<file path="src/rtl/fwd_hazard_scoreboard.sv">
// Operand forwarding and hazard unit for the RV32IM pipeline: youngest-first
// forwarding selects, load-use detection and a mul/div pending-writeback scoreboard.
module fwd_hazard_scoreboard #(
  parameter  int NUM_PORTS  = 2,
  parameter  int NUM_STAGES = 2,
  parameter  int ADDR_W     = 5,
  parameter  int MAX_MD     = 2,
  localparam int SEL_W      = $clog2(NUM_STAGES + 1)
) (
  input  logic                          CLK,
  input  logic                          RESET,
  input  logic [NUM_PORTS*ADDR_W-1:0]   RS_ADDR,
  input  logic [NUM_STAGES*ADDR_W-1:0]  STG_ADDR,
  input  logic [NUM_STAGES-1:0]         STG_WEN,
  input  logic [NUM_STAGES-1:0]         STG_DVALID,
  input  logic                          ISSUE_VALID,
  input  logic                          ISSUE_MD,
  input  logic [ADDR_W-1:0]             ISSUE_RD,
  input  logic                          MD_DONE,
  input  logic [ADDR_W-1:0]             MD_RD,
  output logic [NUM_PORTS*SEL_W-1:0]    FWD_SEL,
  output logic                          STALL,
  output logic                          MD_BUSY,
  output logic [31:0]                   STALL_CYCLES
);

  localparam int NREG  = 2 ** ADDR_W;
  localparam int CNT_W = $clog2(MAX_MD + 1);

  logic [NREG-1:0]   pend_q, pend_d;
  logic [CNT_W-1:0]  count_q, count_d;
  logic [31:0]       stallCnt_q, stallCnt_d;

  logic [ADDR_W-1:0] rs;
  logic              found;
  logic              loadUse;
  logic              sbHit;
  logic              mdWaw;
  logic              mdFull;
  logic              accept;
  logic              mdInc;
  logic              mdDec;

  // Stages are scanned youngest first; the first match locks the select.
  always_comb begin
    FWD_SEL = '0;
    loadUse = 1'b0;
    sbHit   = 1'b0;
    rs      = '0;
    found   = 1'b0;
    for (int p = 0; p < NUM_PORTS; p++) begin
      rs    = RS_ADDR[p*ADDR_W +: ADDR_W];
      found = 1'b0;
      for (int i = 0; i < NUM_STAGES; i++) begin
        if (!found && STG_WEN[i] && (STG_ADDR[i*ADDR_W +: ADDR_W] == rs) && (rs != '0)) begin
          found                     = 1'b1;
          FWD_SEL[p*SEL_W +: SEL_W] = SEL_W'(i + 1);
          if (!STG_DVALID[i]) loadUse = 1'b1;
        end
      end
      if (pend_q[rs]) sbHit = 1'b1;
    end
  end

  assign mdWaw   = ISSUE_MD && pend_q[ISSUE_RD];
  assign mdFull  = ISSUE_MD && (count_q == CNT_W'(MAX_MD)) && !MD_DONE;
  assign STALL   = ISSUE_VALID && (loadUse || sbHit || mdWaw || mdFull);
  assign accept  = ISSUE_VALID && !STALL;
  assign mdInc   = accept && ISSUE_MD;
  // A completion with nothing outstanding is a protocol error and is dropped.
  assign mdDec   = MD_DONE && (count_q != '0);
  assign MD_BUSY = (count_q != '0);
  assign STALL_CYCLES = stallCnt_q;

  // Clear is applied before set so a new issue to the same rd wins.
  always_comb begin
    pend_d = pend_q;
    if (mdDec) pend_d[MD_RD] = 1'b0;
    if (mdInc && (ISSUE_RD != '0)) pend_d[ISSUE_RD] = 1'b1;
    pend_d[0] = 1'b0;

    count_d = count_q;
    case ({mdInc, mdDec})
      2'b10:   count_d = count_q + CNT_W'(1);
      2'b01:   count_d = count_q - CNT_W'(1);
      default: count_d = count_q;
    endcase

    stallCnt_d = stallCnt_q;
    if (STALL && (stallCnt_q != 32'hFFFF_FFFF)) stallCnt_d = stallCnt_q + 32'd1;
  end

  always_ff @(posedge CLK or posedge RESET) begin
    if (RESET) begin
      pend_q     <= '0;
      count_q    <= '0;
      stallCnt_q <= '0;
    end else begin
      pend_q     <= pend_d;
      count_q    <= count_d;
      stallCnt_q <= stallCnt_d;
    end
  end

  mdDoneUnderflow: assert property (@(posedge CLK) disable iff (RESET) !(MD_DONE && (count_q == '0)))
    else $error("MD_DONE with no outstanding mul/div");

endmodule

</file>
<file path="config.mk">
export PLATFORM = sky130hd
export DESIGN_NAME = fwd_hazard_scoreboard
export DESIGN_NICKNAME = d
export VERILOG_FILES = /design/src/rtl/fwd_hazard_scoreboard.sv
export SDC_FILE = /design/constraint.sdc
export NUM_CORES = 1
export LEC_CHECK = 0
export CORE_ASPECT_RATIO = 0.9
export CORE_MARGIN = 2
export CORE_UTILIZATION = 50
export DETAILED_ROUTE_END_ITERATION = 16
export PLACE_DENSITY = 0.77
export SETUP_SLACK_MARGIN = 0.1
export SYNTH_ARGS = -nofsm -noshare
export SYNTH_HDL_FRONTEND = slang
export SYNTH_SLANG_ARGS = --single-unit
</file>
<file path="constraint.sdc">
create_clock -name CLK -period 5.7 [get_ports CLK]
set_input_delay 0.57 -clock CLK [delete_from_list [all_inputs] [get_ports CLK]]
set_output_delay 0.57 -clock CLK [all_outputs]
set_load 0.05 [all_outputs]
</file>
# Word level (Yosys, flattened, before mapping)
# Cells that the tools add are included.
dict set report word_totals {
  out_inout_bits 38
  romBits 0
  ramBits 0
  elab_cells 85
  input_bits 39
  register_bits 65
  memories 0
  latchBits 0
}
dict set report op_classes {
  addsub 3
  n_shift 0
  n_eq_ne 8
  reduce_logical 33
  bitwise 3
  n_mul 0
  order_cmp 6
  mux 29
  div 0
}
# op count
set ops {}
lappend ops {{2-to-1 mux 32 bit} 2}
lappend ops {{adder 32 x 1 -> 32 bit (second input constant)} 1}
lappend ops {{AND 32 bit} 1}
lappend ops {{inequality test 32 bit (second input constant)} 1}
lappend ops {{NOT 32 bit} 1}
lappend ops {{bitwise OR 32 bit} 1}
lappend ops {{less-than comparator 5 x 6 -> 1 bit (second input constant)} 4}
lappend ops {{logical AND 1 bit} 21}
lappend ops {{== test 5 bit} 4}
lappend ops {{2-to-1 mux 1 bit} 19}
lappend ops {{binary-select mux 1 bit (select 5 bit)} 3}
lappend ops {{nonzero test 5 bit} 3}
lappend ops {{demux 1 bit (select 5 bit)} 2}
lappend ops {{greater-or-equal comparator 5 x 1 -> 1 bit (second input constant)} 2}
lappend ops {{== test 2 bit (second input constant)} 2}
lappend ops {{zero test 1 bit} 4}
lappend ops {{2-to-1 mux 2 bit} 2}
lappend ops {{case mux 2 bit (2 select lines)} 1}
lappend ops {{nonzero test 2 bit} 2}
lappend ops {{logical OR 1 bit} 3}
lappend ops {{adder 2 x 1 -> 2 bit (second input constant)} 1}
lappend ops {{== test 2 x 1 -> 1 bit (second input constant)} 1}
lappend ops {{subtractor 2 x 1 -> 2 bit (second input constant)} 1}

# Depth between registers and ports, before layout
dict set report logic_depth {
  word_depth 22
  ltp_mapped 14
  depth_no_buf 11
}

# Worst setup path before layout
# Ideal clock, no wire load.
dict set report synth_timing {
  path_type {input port to output port}
  startpoint {input port RS_ADDR[4]}
  endpoint {output port STALL}
  slack_ps 1781
  path_stages 8
  t_arrival_ps 3349
  path_buffers 1
  path_cell_list {clkbuf_1 > xnor2_1 > nand4_1 > nor3b_1 > nor2_1 > o2111ai_1 > or2_2 > and2_1}
}
dict set report synth_via {
  elab_chain_len 17
  elab_cells_between_ends 25
  cone_classes {eq/ne: 2; mux: 12; reduce/logical: 11}
}
# element line_no
set synth_rtl {}
lappend synth_rtl {{from (decl)} 12} ;# input logic [NUM_PORTS*ADDR_W-1:0] RS_ADDR,
lappend synth_rtl {{== test 5 bit} 55} ;# if (!found && STG_WEN[i] && (STG_ADDR[i*ADDR_W +: ADDR_W] == rs) && (rs != '0)) begin
lappend synth_rtl {{logical AND 1 bit (2 in series)} 55}
lappend synth_rtl {{2-to-1 mux 1 bit} 55}
lappend synth_rtl {{zero test 1 bit} 55}
lappend synth_rtl {{logical AND 1 bit (3 in series)} 55}
lappend synth_rtl {{2-to-1 mux 1 bit} 55}
lappend synth_rtl {{2-to-1 mux 1 bit} 58} ;# if (!STG_DVALID[i]) loadUse = 1'b1;
lappend synth_rtl {{2-to-1 mux 1 bit} 55}
lappend synth_rtl {{2-to-1 mux 1 bit} 58}
lappend synth_rtl {{2-to-1 mux 1 bit} 55}
lappend synth_rtl {{logical OR 1 bit * (3 in series)} 67} ;# assign STALL = ISSUE_VALID && (loadUse || sbHit || mdWaw || mdFull);
lappend synth_rtl {{logical AND 1 bit *} 67}
lappend synth_rtl {{to (decl)} 22} ;# output logic STALL,
# Every way passes the cells marked *; elsewhere a longest branch is shown, timed or not. The select of a mux whose other input is x is not followed.

# Worst setup path in the final report
dict set report layout_timing {
  startpoint {input port RS_ADDR[5]}
  endpoint {output port STALL}
}
dict set report layout_via {
  elab_chain_len 13
  elab_cells_between_ends 20
  cone_classes {eq/ne: 2; mux: 7; reduce/logical: 11}
}
# element line_no
set layout_rtl {}
lappend layout_rtl {{== test 5 bit} 55}
lappend layout_rtl {{logical AND 1 bit (2 in series)} 55}
lappend layout_rtl {{2-to-1 mux 1 bit} 55}
lappend layout_rtl {{zero test 1 bit} 55}
lappend layout_rtl {{logical AND 1 bit (3 in series)} 55}
lappend layout_rtl {{2-to-1 mux 1 bit} 55}
lappend layout_rtl {{logical OR 1 bit * (3 in series)} 67}
lappend layout_rtl {{logical AND 1 bit *} 67}
# Marks and branches as above.

==> impl_metrics.sql <==
INSERT INTO impl_metrics (metric_group, metric, value, unit) VALUES
('status', 'run_status', 'completed', ''),
('synth', 'syn_avg_cell_area', '10.2', 'um2'),
('synth', 'synth_async_sr_flop_share', '100', '%'),
('synth', 'synth_top_family_by_area', 'simple AND/OR/NAND/NOR gates', ''),
('sta', 'finalHoldViolations', '0', ''),
('sta', 'worst_clock_skew', '14.0', 'ps'),
('power', 'vdd_drop_max', '275', 'uV'),
('clock_tree', 'clock_insertion_delay_at_the_later_pin_of_the_skew_report', '350', 'ps'),
('synth', 'yosys.area_share.xor_xnor', '10.9', '%'),
('sta', 'final_max_slew_viol_count', '0', ''),
('floorplanning', 'std_cell_rows', '32', ''),
('clock_tree', 'post-cts-setup-buffer-count', '0', ''),
('detailed_routing', 'drt-vias-per-instance', '6.14', ''),
('worst_setup_path', 'reg_to_reg_start', 'pend_q[26]$_DFF_PP0_', ''),
('worst_setup_path', 'worst-endpoint-required', '5130', 'ps'),
('synth', 'synth_mux_area_share', '13.0', '%'),
('sta', 'slew_margin_rel', '45.4', '%'),
('worst_setup_path', 'reg2regPathDepth', '12', ''),
('detailed_routing', 'drc', '0', ''),
('flow_run', 'drv.max_cap_violation_count', '0', ''),
('synth', 'yosysSeqAreaShare', '37.7', '%'),
('sta', 'layout_worst_path_cycle_share', '80.3', '%'),
('detailed_routing', 'drt-pass1-iter-count', '6', ''),
('detailed_routing', 'per_cell_routed_wire_length', '18.8', 'um'),
('worst_setup_path', 'critPathArrivalTime', '4010', 'ps'),
('finish', 'layout.cells.non_filler', '616', ''),
('synth', 'yosys.cell_types.count', '56', ''),
('detailed_routing', 'drt_iter0_drc', '372', ''),
('placement', 'port_buffers', '76', ''),
('detailed_routing', 'number_of_vias_in_the_routed_layout', '3783', ''),
('worst_setup_path', 'crit_path_start_kind', 'primary input', ''),
('detailed_routing', 'wl', '11.6', 'mm'),
('sta', 'finalCriticalPeriod', '4580', 'ps'),
('placement', 'placed_cells', '600', ''),
('synth', 'synth-compound-area-share', '11.3', '%'),
('clock_tree', 'cts_made_buffers', '9', ''),
('synth', 'synth-edff-count', '0', ''),
('power', 'overall_power_after_layout', '1.59', 'mW'),
('grt', 'grt_pass1_wl', '19.3', 'mm'),
('clock_tree', 'clk_path_buf_depth', '2', ''),
('floorplanning', 'fp.dieArea', '9380', 'um2'),
('grt', 'vias_in_the_first_global_route', '3836', ''),
('synth', 'synth-warning-count', '0', ''),
('finish', 'filler_cell_count', '716', ''),
('clock_tree', 'cts_hold_buffers', '0', ''),
('placement', 'routabilityCongestion', '0.916', ''),
('finish', 'areaGrowthSynthToFinish', '24.3', '%'),
('worst_setup_path', 'endpoint_type_of_the_worst_setup_path', 'output pin', ''),
('sta', 'setup-violations-final', '0', ''),
('sta', 'rsz0062_at_grt', 'false', ''),
('sta', 'worst_slew_pin_slew', '818', 'ps'),
('finish', 'nets', '533', ''),
('power', 'power_density_normalized_to_cell_area', '297', 'nW/um2'),
('worst_setup_path', 'timing.critical_path.fanout_max', '12', ''),
('finish', 'antenna_cells', '0', ''),
('synth', 'ys_ff_latch', '65', ''),
('worst_setup_path', 'worst_setup_path_start', 'RS_ADDR[5]', ''),
('floorplanning', 'floorplan.initialDensity', '50.8', '%'),
('clock_tree', 'tritoncts', 'done', ''),
('placement', 'dpl.hpwl', '8.08', 'mm'),
('synth', 'synthSimpleGateAreaFrac', '22.8', '%'),
('worst_setup_path', 'r2r_end', 'count_q[1]$_DFFE_PP0P_', ''),
('floorplanning', 'floorplan.die.width', '102', 'um'),
('synth', 'mappedNetlistNets', '465', ''),
('grt', 'antenna_found_initial', '0', ''),
('floorplanning', 'die_height', '92.1', 'um'),
('synth', 'syn-cell-area', '4310', 'um2'),
('worst_setup_path', 'ff2ff_setup_slack', '2800', 'ps'),
('worst_setup_path', 'endpoint', 'STALL', ''),
('sta', 'timing.setup.tns', '0', 'ps'),
('power', 'cellLeakagePower', '2.19', 'nW');
-- worst max-delay path: stages --
cell                              delay, ps
sky130_fd_sc_hd__clkdlybuf4s50_1        920
sky130_fd_sc_hd__mux4_2                 580
sky130_fd_sc_hd__mux2_2                 270
sky130_fd_sc_hd__a31oi_1                190
sky130_fd_sc_hd__o2111ai_2              180
sky130_fd_sc_hd__or2_2                  370
sky130_fd_sc_hd__and2_1                 200
sky130_fd_sc_hd__clkdlybuf4s50_1        710
-- through the flow --
stage / area, um2 / setup slack [ps] / hold WS, ps / utilization, %
global placement: 5120 / 1180 / 474 / 60.3
global route: 5360 / 958 / 516 / 63.1
finish: 5360 / 1120 / 487 / 63.1
floorplan: 4310 / 1780 / 456 / -
CTS: 5360 / 1110 / 490 / 63.1
detailed placement: 5120 / 1130 / 476 / 60.3
-- kinds of logic (layout without fill, tap and decap cells) --
| logic type | Yosys count | after routing |
|---|---|---|
| flops | 65 | 65 |
| simple gates | 154 | 154 |
| mux | 33 | 33 |
| xor+xnor | 53 | 53 |
| buf+inv | 31 | 104 |
| compound gates | 86 | 86 |
| fa+ha+maj | 2 | 2 |
-- placed cells by master (no fill, tap or decap), types with 4 or more instances in the layout --
cell / Yosys / layout
sky130_fd_sc_hd__a21oi_1: 4 / 4
sky130_fd_sc_hd__and2_1: 8 / 8
sky130_fd_sc_hd__and3_1: 9 / 9
sky130_fd_sc_hd__clkbuf_8: 0 / 9
sky130_fd_sc_hd__clkdlybuf4s50_1: 0 / 76
sky130_fd_sc_hd__dfrtp_1: 65 / 65
sky130_fd_sc_hd__inv_1: 10 / 9
sky130_fd_sc_hd__mux2i_1: 12 / 12
sky130_fd_sc_hd__mux4_2: 18 / 18
sky130_fd_sc_hd__nand2_1: 24 / 24
sky130_fd_sc_hd__nand3_1: 15 / 15
sky130_fd_sc_hd__nand3b_1: 9 / 9
sky130_fd_sc_hd__nand4_1: 15 / 15
sky130_fd_sc_hd__nor2_1: 17 / 17
sky130_fd_sc_hd__nor3_1: 10 / 10
sky130_fd_sc_hd__nor3b_1: 7 / 7
sky130_fd_sc_hd__nor4_2: 4 / 4
sky130_fd_sc_hd__o21ai_0: 51 / 51
sky130_fd_sc_hd__o21ai_1: 15 / 15
sky130_fd_sc_hd__or3_1: 7 / 7
sky130_fd_sc_hd__xnor2_1: 20 / 20
sky130_fd_sc_hd__xor2_1: 32 / 32
-- worst min path at each step --
stage	endpoint	slack (ps)	depth (start not counted)
floorplan	count_q[1]$_DFFE_PP0P_	460	1
global placement	STALL_CYCLES[8]$_DFFE_PP0P_	470	1
detailed placement	STALL_CYCLES[14]$_DFFE_PP0P_	480	1
CTS	STALL_CYCLES[14]$_DFFE_PP0P_	490	1
global route	STALL_CYCLES[14]$_DFFE_PP0P_	520	1
finish	STALL_CYCLES[14]$_DFFE_PP0P_	490	1
-- cell usage after synthesis (all sizes together), types with 4 or more instances --
master	n	share of area [%]
or3b	5	1.1
mux2i	12	2.8
clkbuf	7	0.61
or3	7	1.0
xnor2	21	4.4
mux4	18	9.4
nand2	24	2.1
nor3	11	1.4
xor2	32	6.5
nor4	7	1.6
and3	9	1.3
inv	10	0.87
dfrtp	65	38
nand3	16	2.0
buf	14	2.1
nand3b	9	1.6
nand4	18	3.5
o21ai	66	7.7
a21oi	4	0.46
and2	8	1.2
nor2	18	1.7
nor3b	7	1.2
-- flip-flops by register name, summed over array words and instances (netlist names) --
signal / count
STALL_CYCLES: 32
count_q: 2
pend_q: 31
-- metal layers --
metal	GRT usage [%]	wire [um]	share of wire (%)
met1	38.5	5170	45
met2	39.1	5270	46
met3	4.88	900	7.8
met4	9.00	231	2.0
met5	0	0	0
-- where the power goes --
part           total [mW]  internal [mW]  switching [mW]  leakage, nW
clock               0.482          0.293           0.189        0.117
sequential          0.627          0.535          0.0915        0.874
combinational       0.483          0.211           0.273         1.20
total                1.59           1.04           0.553         2.19
-- area by class of cell --
class,count,area [um2],share of cell area (%)
inverters,10,37.5,0.700
clock inverters,6,115,2.15
well taps,119,149,2.78
repair buffers,78,776,14.5
multi-input cells,328,2530,47.2
clock buffers,10,128,2.38
flip-flops and latches,65,1630,30.4
Note: power is estimated with default switching activity, not from simulation.
